--- config.mk ---
export PLATFORM = sky130hd
export DESIGN_NAME = qbus_cycle_master_flat
export DESIGN_NICKNAME = d
export VERILOG_FILES = /design/src/rtl/qbus_cycle_master_pkg.sv /design/src/rtl/qbus_cycle_master_if.sv /design/src/rtl/qbus_cycle_master_sync.sv /design/src/rtl/qbus_cycle_master.sv /design/src/flat_wrapper.sv
export SDC_FILE = /design/constraint.sdc
export NUM_CORES = 1
export LEC_CHECK = 0
export CORE_UTILIZATION = 45
export DETAILED_ROUTE_END_ITERATION = 12
export PLACE_DENSITY_LB_ADDON = 0.08
export SLEW_MARGIN = 30
export SYNTH_ARGS = -nofsm -noshare
export SYNTH_HDL_FRONTEND = slang
export SYNTH_HIERARCHICAL = 1
export SYNTH_SLANG_ARGS = --single-unit
export TNS_END_PERCENT = 30
--- constraint.sdc ---
create_clock -name clk20 -period 2.35 [get_ports clk20]
set_input_delay 0.3525 -clock clk20 [delete_from_list [all_inputs] [get_ports clk20]]
set_output_delay 0.3525 -clock clk20 [all_outputs]
set_load 0.02 [all_outputs]
--- src/rtl/qbus_cycle_master_pkg.sv ---
// rtl/qbus_cycle_master_pkg.sv - shared states, timing defaults and I/O-page decode for the QBUS cycle master
// Purpose: state encoding, default timing counts (clk20 cycles), BS7 I/O-page decode helper.
// Ports:   none (package).
package qbus_cycle_master_pkg;

   typedef enum logic [3:0] {
      ST_IDLE,
      ST_ADDR,
      ST_ASET,
      ST_SYNC,
      ST_DPREP,
      ST_XFER,
      ST_DSETL,
      ST_RELEASE,
      ST_FIN
   } state_t;

   localparam int TIMER_W            = 8;
   localparam int ASETUP_DEF         = 3;
   localparam int AHOLD_DEF          = 2;
   localparam int DSKEW_DEF          = 2;
   localparam int DIN_SETTLE_DEF     = 4;
   localparam int NXM_TICKS_DEF      = 200;

   // Top 4 KW of the 22-bit byte address space is the I/O page.
   localparam logic [8:0] IO_PAGE_BS7 = 9'o777;

   function automatic logic is_io_page(input logic [21:0] a);
      return (a[21:13] == IO_PAGE_BS7);
   endfunction

endpackage

--- src/rtl/qbus_cycle_master_if.sv ---
// rtl/qbus_cycle_master_if.sv - device request and QBUS/Am2908 signal bundle for the cycle master
// Purpose: groups the owning-device request/response and the QBUS/transceiver lines.
// Ports:   master modport = the cycle master (drives bus/transceiver outputs and status);
//          slave modport  = the environment (device, receivers, responder).
//          byte_mode carries the DATOB request bit.
interface qbus_cycle_master_if;

   logic        RINIT;
   logic        RRPLY;
   logic [15:0] RDAL;

   logic        start;
   logic        write;
   logic        byte_mode;
   logic [21:0] addr;
   logic [15:0] wdata;

   logic        busy;
   logic        done;
   logic        nxm;
   logic [15:0] rdata;

   logic [21:0] TDAL;
   logic        TWTBT;
   logic        TBS7;
   logic        TSYNC;
   logic        TDIN;
   logic        TDOUT;
   logic        DALtx;
   logic        DALst;
   logic        DALbe;

   modport master (
      input  RINIT, RRPLY, RDAL, start, write, byte_mode, addr, wdata,
      output busy, done, nxm, rdata,
      output TDAL, TWTBT, TBS7, TSYNC, TDIN, TDOUT, DALtx, DALst, DALbe
   );

   modport slave (
      output RINIT, RRPLY, RDAL, start, write, byte_mode, addr, wdata,
      input  busy, done, nxm, rdata,
      input  TDAL, TWTBT, TBS7, TSYNC, TDIN, TDOUT, DALtx, DALst, DALbe
   );

endinterface

--- src/rtl/qbus_cycle_master_sync.sv ---
// rtl/qbus_cycle_master_sync.sv - two-flop synchronizer for asynchronous QBUS inputs
// Purpose: brings an asynchronous level (RRPLY) into the clk20 domain.
// Ports:   clk20, reset_L (async clear), d (async in), q (synchronized out).
module qbus_sync (
   input  logic clk20,
   input  logic reset_L,
   input  logic d,
   output logic q
);

   logic meta;

   always_ff @(posedge clk20 or negedge reset_L) begin
      if (!reset_L) begin
         meta <= 1'b0;
         q    <= 1'b0;
      end else begin
         meta <= d;
         q    <= meta;
      end
   end

endmodule

--- src/rtl/qbus_cycle_master.sv ---
// rtl/qbus_cycle_master.sv - QBUS initiator for single DATI/DATO(B) cycles
// Purpose: while the device holds bus mastership, runs one DATI/DATO/DATOB cycle: drives
//          TSYNC/TDIN/TDOUT, sequences the Am2908 transceivers (DALtx/DALst/DALbe), returns
//          read data or reports NXM when RRPLY does not assert/negate in time.
// Ports:   clk20 (20 MHz), reset_L (async, active low), bus (qbus_cycle_master_if.master):
//          RINIT sync abort, RRPLY async reply, RDAL read data, start/write/byte_mode/addr/wdata
//          request, busy/done/nxm/rdata status, TDAL/TWTBT/TBS7/TSYNC/TDIN/TDOUT and
//          DALtx/DALst/DALbe toward the bus.
module qbus_cycle_master
   import qbus_cycle_master_pkg::*;
#(
   parameter int ASETUP     = ASETUP_DEF,
   parameter int AHOLD      = AHOLD_DEF,
   parameter int DSKEW      = DSKEW_DEF,
   parameter int DIN_SETTLE = DIN_SETTLE_DEF,
   parameter int NXM_TICKS  = NXM_TICKS_DEF
) (
   input  logic                clk20,
   input  logic                reset_L,
   qbus_cycle_master_if.master bus
);

   if (NXM_TICKS >= 256 || NXM_TICKS < 1) begin : g_bad_nxm
      $error("NXM_TICKS must be in 1..255 for the 8-bit timer");
   end

   // Each phase lasts N cycles: the timer counts 0..N-1 within the state.
   localparam logic [TIMER_W-1:0] ASETUP_LAST = TIMER_W'(ASETUP - 1);
   localparam logic [TIMER_W-1:0] AHOLD_LAST  = TIMER_W'(AHOLD - 1);
   localparam logic [TIMER_W-1:0] DSKEW_LAST  = TIMER_W'(DSKEW - 1);
   localparam logic [TIMER_W-1:0] SETTLE_LAST = TIMER_W'(DIN_SETTLE - 1);
   localparam logic [TIMER_W-1:0] NXM_LIMIT   = TIMER_W'(NXM_TICKS);

   state_t               state, next_state;
   logic [TIMER_W-1:0]   cnt;
   logic                 req_write, req_byte;
   logic [21:0]          req_addr;
   logic [15:0]          req_wdata;
   logic [15:0]          rdata_q;
   logic                 rply_s;
   logic                 sample_rdal;

   logic [21:0]          tdal;
   logic                 twtbt, tbs7, tsync, tdin, tdout, daltx, dalst, dalbe;
   logic                 done_c, nxm_c;

   qbus_sync u_rply_sync (
      .clk20   (clk20),
      .reset_L (reset_L),
      .d       (bus.RRPLY),
      .q       (rply_s)
   );

   always_ff @(posedge clk20 or negedge reset_L) begin
      if (!reset_L) begin
         state     <= ST_IDLE;
         cnt       <= '0;
         req_write <= 1'b0;
         req_byte  <= 1'b0;
         req_addr  <= '0;
         req_wdata <= '0;
         rdata_q   <= '0;
      end else if (bus.RINIT) begin
         state   <= ST_IDLE;
         cnt     <= '0;
         rdata_q <= '0;
      end else begin
         state <= next_state;
         // Timer restarts on every state change so each phase counts from 0.
         if (next_state != state)
            cnt <= '0;
         else if (cnt != {TIMER_W{1'b1}})
            cnt <= cnt + 1'b1;
         if (state == ST_IDLE && bus.start) begin
            req_write <= bus.write;
            req_byte  <= bus.byte_mode;
            req_addr  <= bus.addr;
            req_wdata <= bus.wdata;
         end
         if (sample_rdal)
            rdata_q <= bus.RDAL;
      end
   end

   always_comb begin
      next_state  = state;
      sample_rdal = 1'b0;
      tdal        = '0;
      twtbt       = 1'b0;
      tbs7        = 1'b0;
      tsync       = 1'b0;
      tdin        = 1'b0;
      tdout       = 1'b0;
      daltx       = 1'b0;
      dalst       = 1'b0;
      dalbe       = 1'b0;
      done_c      = 1'b0;
      nxm_c       = 1'b0;

      unique case (state)
         ST_IDLE: begin
            if (bus.start)
               next_state = ST_ADDR;
         end
         ST_ADDR: begin
            tdal       = req_addr;
            daltx      = 1'b1;
            dalst      = 1'b1;
            twtbt      = req_write;
            tbs7       = is_io_page(req_addr);
            next_state = ST_ASET;
         end
         ST_ASET: begin
            tdal  = req_addr;
            daltx = 1'b1;
            dalbe = 1'b1;
            twtbt = req_write;
            tbs7  = is_io_page(req_addr);
            if (cnt == ASETUP_LAST)
               next_state = ST_SYNC;
         end
         ST_SYNC: begin
            tsync = 1'b1;
            tdal  = req_addr;
            daltx = 1'b1;
            dalbe = 1'b1;
            twtbt = req_write;
            tbs7  = is_io_page(req_addr);
            if (cnt == AHOLD_LAST)
               next_state = ST_DPREP;
         end
         ST_DPREP: begin
            tsync = 1'b1;
            if (req_write) begin
               tdal  = {6'b0, req_wdata};
               daltx = 1'b1;
               dalbe = 1'b1;
               dalst = (cnt == '0);
               twtbt = req_byte;
               if (cnt == DSKEW_LAST)
                  next_state = ST_XFER;
            end else begin
               next_state = ST_XFER;
            end
         end
         ST_XFER: begin
            // A reply arriving on the timeout cycle takes precedence over NXM.
            if (!rply_s && cnt == NXM_LIMIT) begin
               nxm_c      = 1'b1;
               next_state = ST_IDLE;
            end else begin
               tsync = 1'b1;
               tdout = req_write;
               tdin  = !req_write;
               if (req_write) begin
                  tdal  = {6'b0, req_wdata};
                  daltx = 1'b1;
                  dalbe = 1'b1;
                  twtbt = req_byte;
               end
               if (rply_s)
                  next_state = req_write ? ST_RELEASE : ST_DSETL;
            end
         end
         ST_DSETL: begin
            tsync = 1'b1;
            tdin  = 1'b1;
            if (cnt == SETTLE_LAST) begin
               sample_rdal = 1'b1;
               next_state  = ST_RELEASE;
            end
         end
         ST_RELEASE: begin
            if (rply_s && cnt == NXM_LIMIT) begin
               nxm_c      = 1'b1;
               next_state = ST_IDLE;
            end else begin
               tsync = 1'b1;
               // DATO data stays on the lines until the slave drops RRPLY.
               if (req_write) begin
                  tdal  = {6'b0, req_wdata};
                  daltx = 1'b1;
                  dalbe = 1'b1;
                  twtbt = req_byte;
               end
               if (!rply_s)
                  next_state = ST_FIN;
            end
         end
         ST_FIN: begin
            done_c     = 1'b1;
            next_state = ST_IDLE;
         end
         default: next_state = ST_IDLE;
      endcase

      // A cycle being aborted by BINIT never reports completion.
      if (bus.RINIT) begin
         done_c = 1'b0;
         nxm_c  = 1'b0;
      end
   end

   assign bus.busy  = (state != ST_IDLE);
   assign bus.done  = done_c;
   assign bus.nxm   = nxm_c;
   assign bus.rdata = rdata_q;
   assign bus.TDAL  = tdal;
   assign bus.TWTBT = twtbt;
   assign bus.TBS7  = tbs7;
   assign bus.TSYNC = tsync;
   assign bus.TDIN  = tdin;
   assign bus.TDOUT = tdout;
   assign bus.DALtx = daltx;
   assign bus.DALst = dalst;
   assign bus.DALbe = dalbe;

endmodule

--- src/flat_wrapper.sv ---
// flat-port wrapper written by rule: the top's interface ports become plain ports
module qbus_cycle_master_flat import qbus_cycle_master_pkg::*;
#(
   parameter int ASETUP     = ASETUP_DEF,
   parameter int AHOLD      = AHOLD_DEF,
   parameter int DSKEW      = DSKEW_DEF,
   parameter int DIN_SETTLE = DIN_SETTLE_DEF,
   parameter int NXM_TICKS  = NXM_TICKS_DEF
)
  (clk20, reset_L, bus_RINIT, bus_RRPLY, bus_RDAL, bus_start, bus_write, bus_byte_mode, bus_addr, bus_wdata, bus_busy, bus_done, bus_nxm, bus_rdata, bus_TDAL, bus_TWTBT, bus_TBS7, bus_TSYNC, bus_TDIN, bus_TDOUT, bus_DALtx, bus_DALst, bus_DALbe);
  qbus_cycle_master_if bus_i ();
  input  logic clk20;
  input  logic reset_L;
  input wire logic [$bits(bus_i.RINIT)-1:0] bus_RINIT;
  input wire logic [$bits(bus_i.RRPLY)-1:0] bus_RRPLY;
  input wire logic [$bits(bus_i.RDAL)-1:0] bus_RDAL;
  input wire logic [$bits(bus_i.start)-1:0] bus_start;
  input wire logic [$bits(bus_i.write)-1:0] bus_write;
  input wire logic [$bits(bus_i.byte_mode)-1:0] bus_byte_mode;
  input wire logic [$bits(bus_i.addr)-1:0] bus_addr;
  input wire logic [$bits(bus_i.wdata)-1:0] bus_wdata;
  output wire logic [$bits(bus_i.busy)-1:0] bus_busy;
  output wire logic [$bits(bus_i.done)-1:0] bus_done;
  output wire logic [$bits(bus_i.nxm)-1:0] bus_nxm;
  output wire logic [$bits(bus_i.rdata)-1:0] bus_rdata;
  output wire logic [$bits(bus_i.TDAL)-1:0] bus_TDAL;
  output wire logic [$bits(bus_i.TWTBT)-1:0] bus_TWTBT;
  output wire logic [$bits(bus_i.TBS7)-1:0] bus_TBS7;
  output wire logic [$bits(bus_i.TSYNC)-1:0] bus_TSYNC;
  output wire logic [$bits(bus_i.TDIN)-1:0] bus_TDIN;
  output wire logic [$bits(bus_i.TDOUT)-1:0] bus_TDOUT;
  output wire logic [$bits(bus_i.DALtx)-1:0] bus_DALtx;
  output wire logic [$bits(bus_i.DALst)-1:0] bus_DALst;
  output wire logic [$bits(bus_i.DALbe)-1:0] bus_DALbe;
  assign bus_i.RINIT = bus_RINIT;
  assign bus_i.RRPLY = bus_RRPLY;
  assign bus_i.RDAL = bus_RDAL;
  assign bus_i.start = bus_start;
  assign bus_i.write = bus_write;
  assign bus_i.byte_mode = bus_byte_mode;
  assign bus_i.addr = bus_addr;
  assign bus_i.wdata = bus_wdata;
  assign bus_busy = bus_i.busy;
  assign bus_done = bus_i.done;
  assign bus_nxm = bus_i.nxm;
  assign bus_rdata = bus_i.rdata;
  assign bus_TDAL = bus_i.TDAL;
  assign bus_TWTBT = bus_i.TWTBT;
  assign bus_TBS7 = bus_i.TBS7;
  assign bus_TSYNC = bus_i.TSYNC;
  assign bus_TDIN = bus_i.TDIN;
  assign bus_TDOUT = bus_i.TDOUT;
  assign bus_DALtx = bus_i.DALtx;
  assign bus_DALst = bus_i.DALst;
  assign bus_DALbe = bus_i.DALbe;
  qbus_cycle_master #(.ASETUP(ASETUP), .AHOLD(AHOLD), .DSKEW(DSKEW), .DIN_SETTLE(DIN_SETTLE), .NXM_TICKS(NXM_TICKS)) u_core (.clk20(clk20), .reset_L(reset_L), .bus(bus_i));
endmodule
==> results of run 1 <==
==> synth_stat cells, types with 3 or more instances <==
cell / instances / area share, %
dfrtp_1: 70 / 51
nand2_1: 44 / 4.8
mux2_2: 41 / 13
a21oi_1: 20 / 2.9
a22o_1: 18 / 4.6
nor3_1: 11 / 1.6
nor2_1: 9 / 0.98
buf_2: 7 / 1.0
clkbuf_1: 7 / 0.76
inv_1: 6 / 0.65
and2_1: 5 / 0.91
nand3_1: 5 / 0.73
ha_1: 4 / 1.5
nand2b_1: 4 / 0.73
nand4_1: 4 / 0.73
a211oi_1: 3 / 0.65
a21oi_2: 3 / 0.76
mux2i_1: 3 / 0.87
nor2b_1: 3 / 0.54
o211ai_1: 3 / 0.65
o21ai_0: 3 / 0.44
xnor2_1: 3 / 0.76
==> cells by family (layout without fill, tap and decap cells) <==
group	Yosys count	in the layout	share of synthesized area, %
AND/OR/NAND/NOR	102	102	15.3
adder cells (fa/ha/maj)	5	5	1.74
buffers and inverters	24	179	3.63
XOR/XNOR	5	5	1.27
multiplexers	44	44	14.3
flip-flops	70	70	50.8
AO/OA/AOI/OAI	61	61	13.0
==> placed cells by master (no fill, tap or decap), types with 4 or more instances in the layout <==
| master | instances |
|---|---|
| a21oi_1 | 19 |
| a21oi_2 | 4 |
| a22o_1 | 18 |
| and2_1 | 5 |
| buf_2 | 13 |
| buf_4 | 45 |
| buf_6 | 13 |
| clkbuf_8 | 9 |
| clkdlybuf4s50_1 | 76 |
| dfrtp_1 | 70 |
| dlygate4sd2_1 | 6 |
| inv_1 | 4 |
| mux2_2 | 41 |
| nand2_1 | 44 |
| nand2b_1 | 4 |
| nand3_1 | 5 |
| nand4_1 | 4 |
| nor2_1 | 7 |
| nor3_1 | 10 |
==> stage by stage <==
step / hold WS (ns) / cell area [sq um] / setup TNS, ns / cells
5_1_grt: 0.0429 / 5130 / -0.643 / 565
3_5_place_dp: 0.338 / 4880 / -0.468 / 542
4_1_cts: 0.152 / 5090 / -0.160 / 565
2_1_floorplan: 0.0569 / 3450 / 0 / 311
6_report: -0.0132 / 5130 / -0.0242 / 565
3_3_place_gp: 0.337 / 4880 / -0.0329 / 542
==> flip-flops by register name, indices dropped and copies added, names as in the netlist <==
signal	count
u_core/bus.rdata	16
u_core/cnt	8
u_core/req_addr	22
u_core/req_byte	1
u_core/req_wdata	16
u_core/req_write	1
u_core/state	4
u_core/u_rply_sync/meta	1
u_core/u_rply_sync/q	1
==> power by group <==
part / internal [mW] / leakage [nW] / switching (mW)
registers: 1.39 / 0.882 / 0.105
logic: 0.467 / 1.28 / 0.370
clock network: 0.493 / 0.0996 / 0.469
total: 2.35 / 2.26 / 0.943
==> worst max-delay path, delay by kind of cell (launching register included) <==
family | cells | cell delay (ns)
AND/OR/NAND/NOR | 2 | 0.55
buffers and inverters | 3 | 0.43
flip-flops | 1 | 0.38
AO/OA/AOI/OAI | 2 | 0.30
==> area by class of cell <==
type	count	share of cell area, %
clock buffers	9	2.41
clock inverters	7	1.44
inverters	6	0.439
multi-input cells	217	31.6
flip-flops and latches	70	34.1
well taps	99	2.41
repair buffers	157	27.5
==> routing by layer <==
layer | GRT usage (%) | wire, microns
met1 | 28.9 | 3630
met2 | 37.7 | 4330
met3 | 5.54 | 511
met4 | 10.1 | 93
met5 | 0 | 0
==> worst min-delay path by stage <==
stage               slack (ns)                         endpoint  cells after the start                               from
floorplan                 0.06  u_core/bus.rdata[0]$_DFFE_PN0P_                      0                            reset_L
global placement          0.34   u_core/u_rply_sync/q$_DFF_PN0_                      0  u_core/u_rply_sync/meta$_DFF_PN0_
detailed placement        0.34   u_core/u_rply_sync/q$_DFF_PN0_                      0  u_core/u_rply_sync/meta$_DFF_PN0_
CTS                       0.15        u_core/cnt[3]$_DFFE_PN0P_                      1                            reset_L
global route              0.04        u_core/cnt[3]$_DFFE_PN0P_                      1                            reset_L
finish                   -0.01        u_core/cnt[3]$_DFFE_PN0P_                      1                            reset_L
==> repair_timing <==
item | CTS | global route
hold buffers | 0 | 0
hold endpoints to repair | 0 | 0
resized for setup | 116 | 25
setup buffers | 7 | 1
pin swaps | 4 | 6
gates cloned | 0 | 0
setup endpoints to repair | 32 | 35
==> impl_metrics.yaml, run 1 <==
outcome:
  outcome: "complete, but fails checks"
  violations: "hold timing, setup timing"
route:
  wire_per_inst_microns: 15.2
  vias_per_cell: 5.19
  wl_mm: 8.57
  vias: 2933
  drc_errors: 0
  drt_first_pass_iters: 4
  drtIter0Drc: 109
  detail-route-antenna-nets: 0
finish:
  multi_input_area_sq_um: 1620
  seqCellArea_sq_um: 1750
  fin_nets: 526
  area_delta_synth_final_pct: 48.7
  post-route-util_pct: 70.0
  num_antenna_cells: 0
  fillers: 544
  drive_gt1_share_pct: 31.8
global_route:
  grt_pass1_wl_mm: 13.9
  grt_max_degree: 71
  grt_usage_pct: 23.0
  grt_pass1_vias: 2979
  antenna_found_initial: 0
  overflow: 0
power_and_ir_drop:
  p_leak_nw: 2.26
  pwr_density_cell_nw_per_um2: 642
  peakVddDrop_v: 0.000495
  finalPower_mw: 3.29
critical_path:
  required_ns: 2.00
  max_stage_delay_ns: 0.39
  cp_cell_sequence: "or3_4, nor2_2, a211oi_2, buf_4, buf_6, a22o_1, buf_6"
  timing.rr.start: "u_core/cnt[2]$_DFFE_PN0P_"
  worst-path-max-fanout: 5
  critPathLaunchType: "register"
  crit_top_cell: "buf_6"
  critical_path.startpoint: "u_core/cnt[2]$_DFFE_PN0P_"
  arrival_ns: 2.01
  reg2reg_depth: 6
  reg2reg_slack_ns: 0.19
  crit_end: "bus_TDAL[0]"
  path_class: "reg -> out"
  reg2reg_to: "u_core/cnt[5]$_DFFE_PN0P_"
  crit_slowest_cell: "or3_4"
  cp-end-kind: "output port"
synthesis:
  syn_avg_cell_area_sq_um: 11.1
  syn_inst: 311
  synth.distinct_cells: 48
  synth-edff-count: 0
  async_flop_share_pct: 100
  synthesis.area_sq_um: 3450
  synthesis.nets: 376
  ys_ff_latch: 70
  yosysWarningCount: 6
  synth_flop_cell: "dfrtp_1"
  yosysSeqAreaShare_pct: 50.8
clock_network:
  clk_path_buf_depth: 2
  cts_tree: "yes"
  cts_max_level: 3
  clock_latency_ns: 0.34
  cts_buffers: 9
  clockRootBuffer: "clkbuf_8"
  path_clk_slew_ns: 0.08
  cts.sinks: 70
timing:
  finClkSkew_ns: 0.0124
  worstMarginPinSlew_ns: 0.641
  min_period_over_period_pct: 100
  setup_viol: 4
  drv_slew: 0
  layout_min_cycle_time_ns: 2.36
  hold_slack_ns: -0.0132
  max_freq_mhz: 424
  worst_slack_ns: -0.00990
  slew_headroom_pct: 57.3
  rsz0062_at_grt: "true"
  hold_viol_final: 3
floorplan:
  placementRows: 31
  io_pins: 110
  die_w_microns: 89.6
  die_area_sq_um: 8020
  initial_core_util_pct: 47.1
  core-area_sq_um: 7330
  die_y_microns: 89.6
placed_design:
  pre_cts_ws_ns: -0.0616
  hpwl_mm: 6.09
  place.gp.congestion: 0.899
  io_buffers: 109
flow_run:
  drv.max_cap_violation_count: 0
hold_path:
  hp-class: "in -> async"
(Power assumes the default switching activity.)
==> run 2, diff against run 1 <==
--- a/config.mk
+++ b/config.mk
@@ -6,5 +6,5 @@
 export NUM_CORES = 1
 export LEC_CHECK = 0
-export CORE_UTILIZATION = 45
+export CORE_UTILIZATION = 42
 export DETAILED_ROUTE_END_ITERATION = 12
 export PLACE_DENSITY_LB_ADDON = 0.08
==> constraint.sdc (replaced) <==
create_clock -name clk20 -period 1.9 [get_ports clk20]
set_input_delay 0.285 -clock clk20 [delete_from_list [all_inputs] [get_ports clk20]]
set_output_delay 0.285 -clock clk20 [all_outputs]
set_load 0.1 [all_outputs]
==> run 2 against run 1 <==
The run ends with setup timing left. Register-to-register slack worse by 0.36 ns. Critical endpoint is now bus_TSYNC. First-iteration DRC count increased by 1.8%. Hold slack gained 0.36 ns. Via count increased by 2.1%. Sequential share of layout area decreased by 4.4 points.
==> impl_metrics.yaml, run 2 (synthesized netlist as in run 1, its figures left out) <==
clock_network:
  cts_tree: "yes"
  path_clk_slew_ns: 0.07
  clock_latency_ns: 0.34
  clockRootBuffer: "clkbuf_8"
  cts_buffers: 9
  clk_path_buf_depth: 2
  cts_max_level: 3
  cts.sinks: 70
finish:
  largest_reg_flops: 22
  post-route-util_pct: 75.0
  fillers: 531
  area_delta_synth_final_pct: 70.7
  num_antenna_cells: 0
  drive_gt1_share_pct: 49.0
  layout_commonest_cell: "dfrtp_1"
  layout_common_cells: "70 x dfrtp_1, 59 x clkdlybuf4s50_1, 55 x buf_4, 43 x nand2_1, 41 x mux2_2"
  fin_nets: 530
  top_register: "u_core/req_addr"
global_route:
  grt_max_degree: 42
  grt_usage_pct: 21.7
  antenna_found_initial: 0
  grt_pass1_vias: 2933
  grt_pass1_wl_mm: 14.5
  overflow: 0
power_and_ir_drop:
  p_leak_nw: 2.51
  pwr_density_cell_nw_per_um2: 882
  peakVddDrop_v: 0.000637
  finalPower_mw: 5.19
timing:
  worst_slack_ns: -0.380
  worstMarginPinSlew_ns: 0.458
  finClkSkew_ns: 0.0113
  slew_headroom_pct: 69.0
  hold_viol_final: 0
  hold_slack_ns: 0.350
  drv_slew: 0
  tns_ns: -11.10
  layout_min_cycle_time_ns: 2.28
  rsz0062_at_grt: "true"
  setup_viol: 57
  max_freq_mhz: 439
  min_period_over_period_pct: 120
floorplan:
  core-area_sq_um: 7850
  die_area_sq_um: 8580
  die_w_microns: 92.6
  initial_core_util_pct: 44.0
  die_y_microns: 92.6
  placementRows: 32
  io_pins: 110
route:
  wl_mm: 9.34
  drtIter0Drc: 111
  drc_errors: 0
  wire_per_inst_microns: 16.4
  detail-route-antenna-nets: 0
  vias: 2994
  drt_first_pass_iters: 4
  vias_per_cell: 5.24
hold_path:
  hp-class: "reg -> reg"
critical_path:
  worst-path-max-fanout: 4
  reg2reg_slack_ns: -0.17
  critPathLaunchType: "register"
  arrival_ns: 1.99
  cp-end-kind: "output port"
  required_ns: 1.62
  path_class: "reg -> out"
outcome:
  violations: "setup timing"
  outcome: "complete, but fails checks"
placed_design:
  hpwl_mm: 6.66
  place.gp.congestion: 0.852
  pre_cts_ws_ns: -0.214
  io_buffers: 109
flow_run:
  drv.max_cap_violation_count: 0
## run 2: worst paths after layout
path,startpoint,end,cells after the start
setup / recovery,u_core/cnt[2]$_DFFE_PN0P_,bus_TSYNC,6
hold / removal,u_core/u_rply_sync/meta$_DFF_PN0_,u_core/u_rply_sync/q$_DFF_PN0_,0
setup reg to reg,u_core/cnt[2]$_DFFE_PN0P_,u_core/cnt[4]$_DFFE_PN0P_,6
hold reg to reg,u_core/u_rply_sync/meta$_DFF_PN0_,u_core/u_rply_sync/q$_DFF_PN0_,0
max in group asynchronous,reset_L,u_core/req_wdata[9]$_DFFE_PN0P_,3
min in group asynchronous,reset_L,u_core/bus.rdata[2]$_DFFE_PN0P_,2
## run 2: where the power goes
| group | total, mW | switching, mW | internal (mW) |
|---|---|---|---|
| clock | 1.33 | 0.561 | 0.770 |
| combinational | 1.99 | 1.11 | 0.887 |
| sequential | 1.87 | 0.152 | 1.72 |
| total | 5.19 | 1.82 | 3.38 |
## run 2: per-stage QoR
step | area (sq um) | cells
floorplan | 3600 | 311
global route | 5890 | 571
finish | 5890 | 571
global placement | 5410 | 551
detailed placement | 5410 | 551
CTS | 5750 | 567
## run 2: cell type report
type                            count  area, sq um  share of cell area (%)
Timing Repair Buffer              161         1860                    31.5
Clock inverter                      5         83.8                    1.42
Tap cell                          102          128                    2.17
Multi-Input combinational cell    217         1910                    32.4
Inverter                            6         22.5                   0.382
Sequential cell                    70         1750                    29.7
Clock buffer                       10          138                    2.34
## run 2: routing by layer
layer,vias to the layer above,global-route usage (%),share of wire [%]
met5,-,0,0
met3,11,3.45,4.2
met2,86,36.6,50
li1,1420,-,-
met1,1477,28.7,45
met4,0,7.18,1.3
## run 2: repair_timing
action	in CTS	in global routing
endpoints found under the setup margin	58	60
hold buffers	1	0
buffers inserted	0	4
resized for setup	28	27
hold endpoints to repair	13	0
pin swaps	9	16
## run 2: worst max-delay path: stages (launching register included)
cell and delay (ns):
dfrtp_1 0.38, or3_4 0.42, nor2_4 0.17, buf_4 0.16
o211ai_1 0.09, a22o_1 0.26, buf_12 0.18
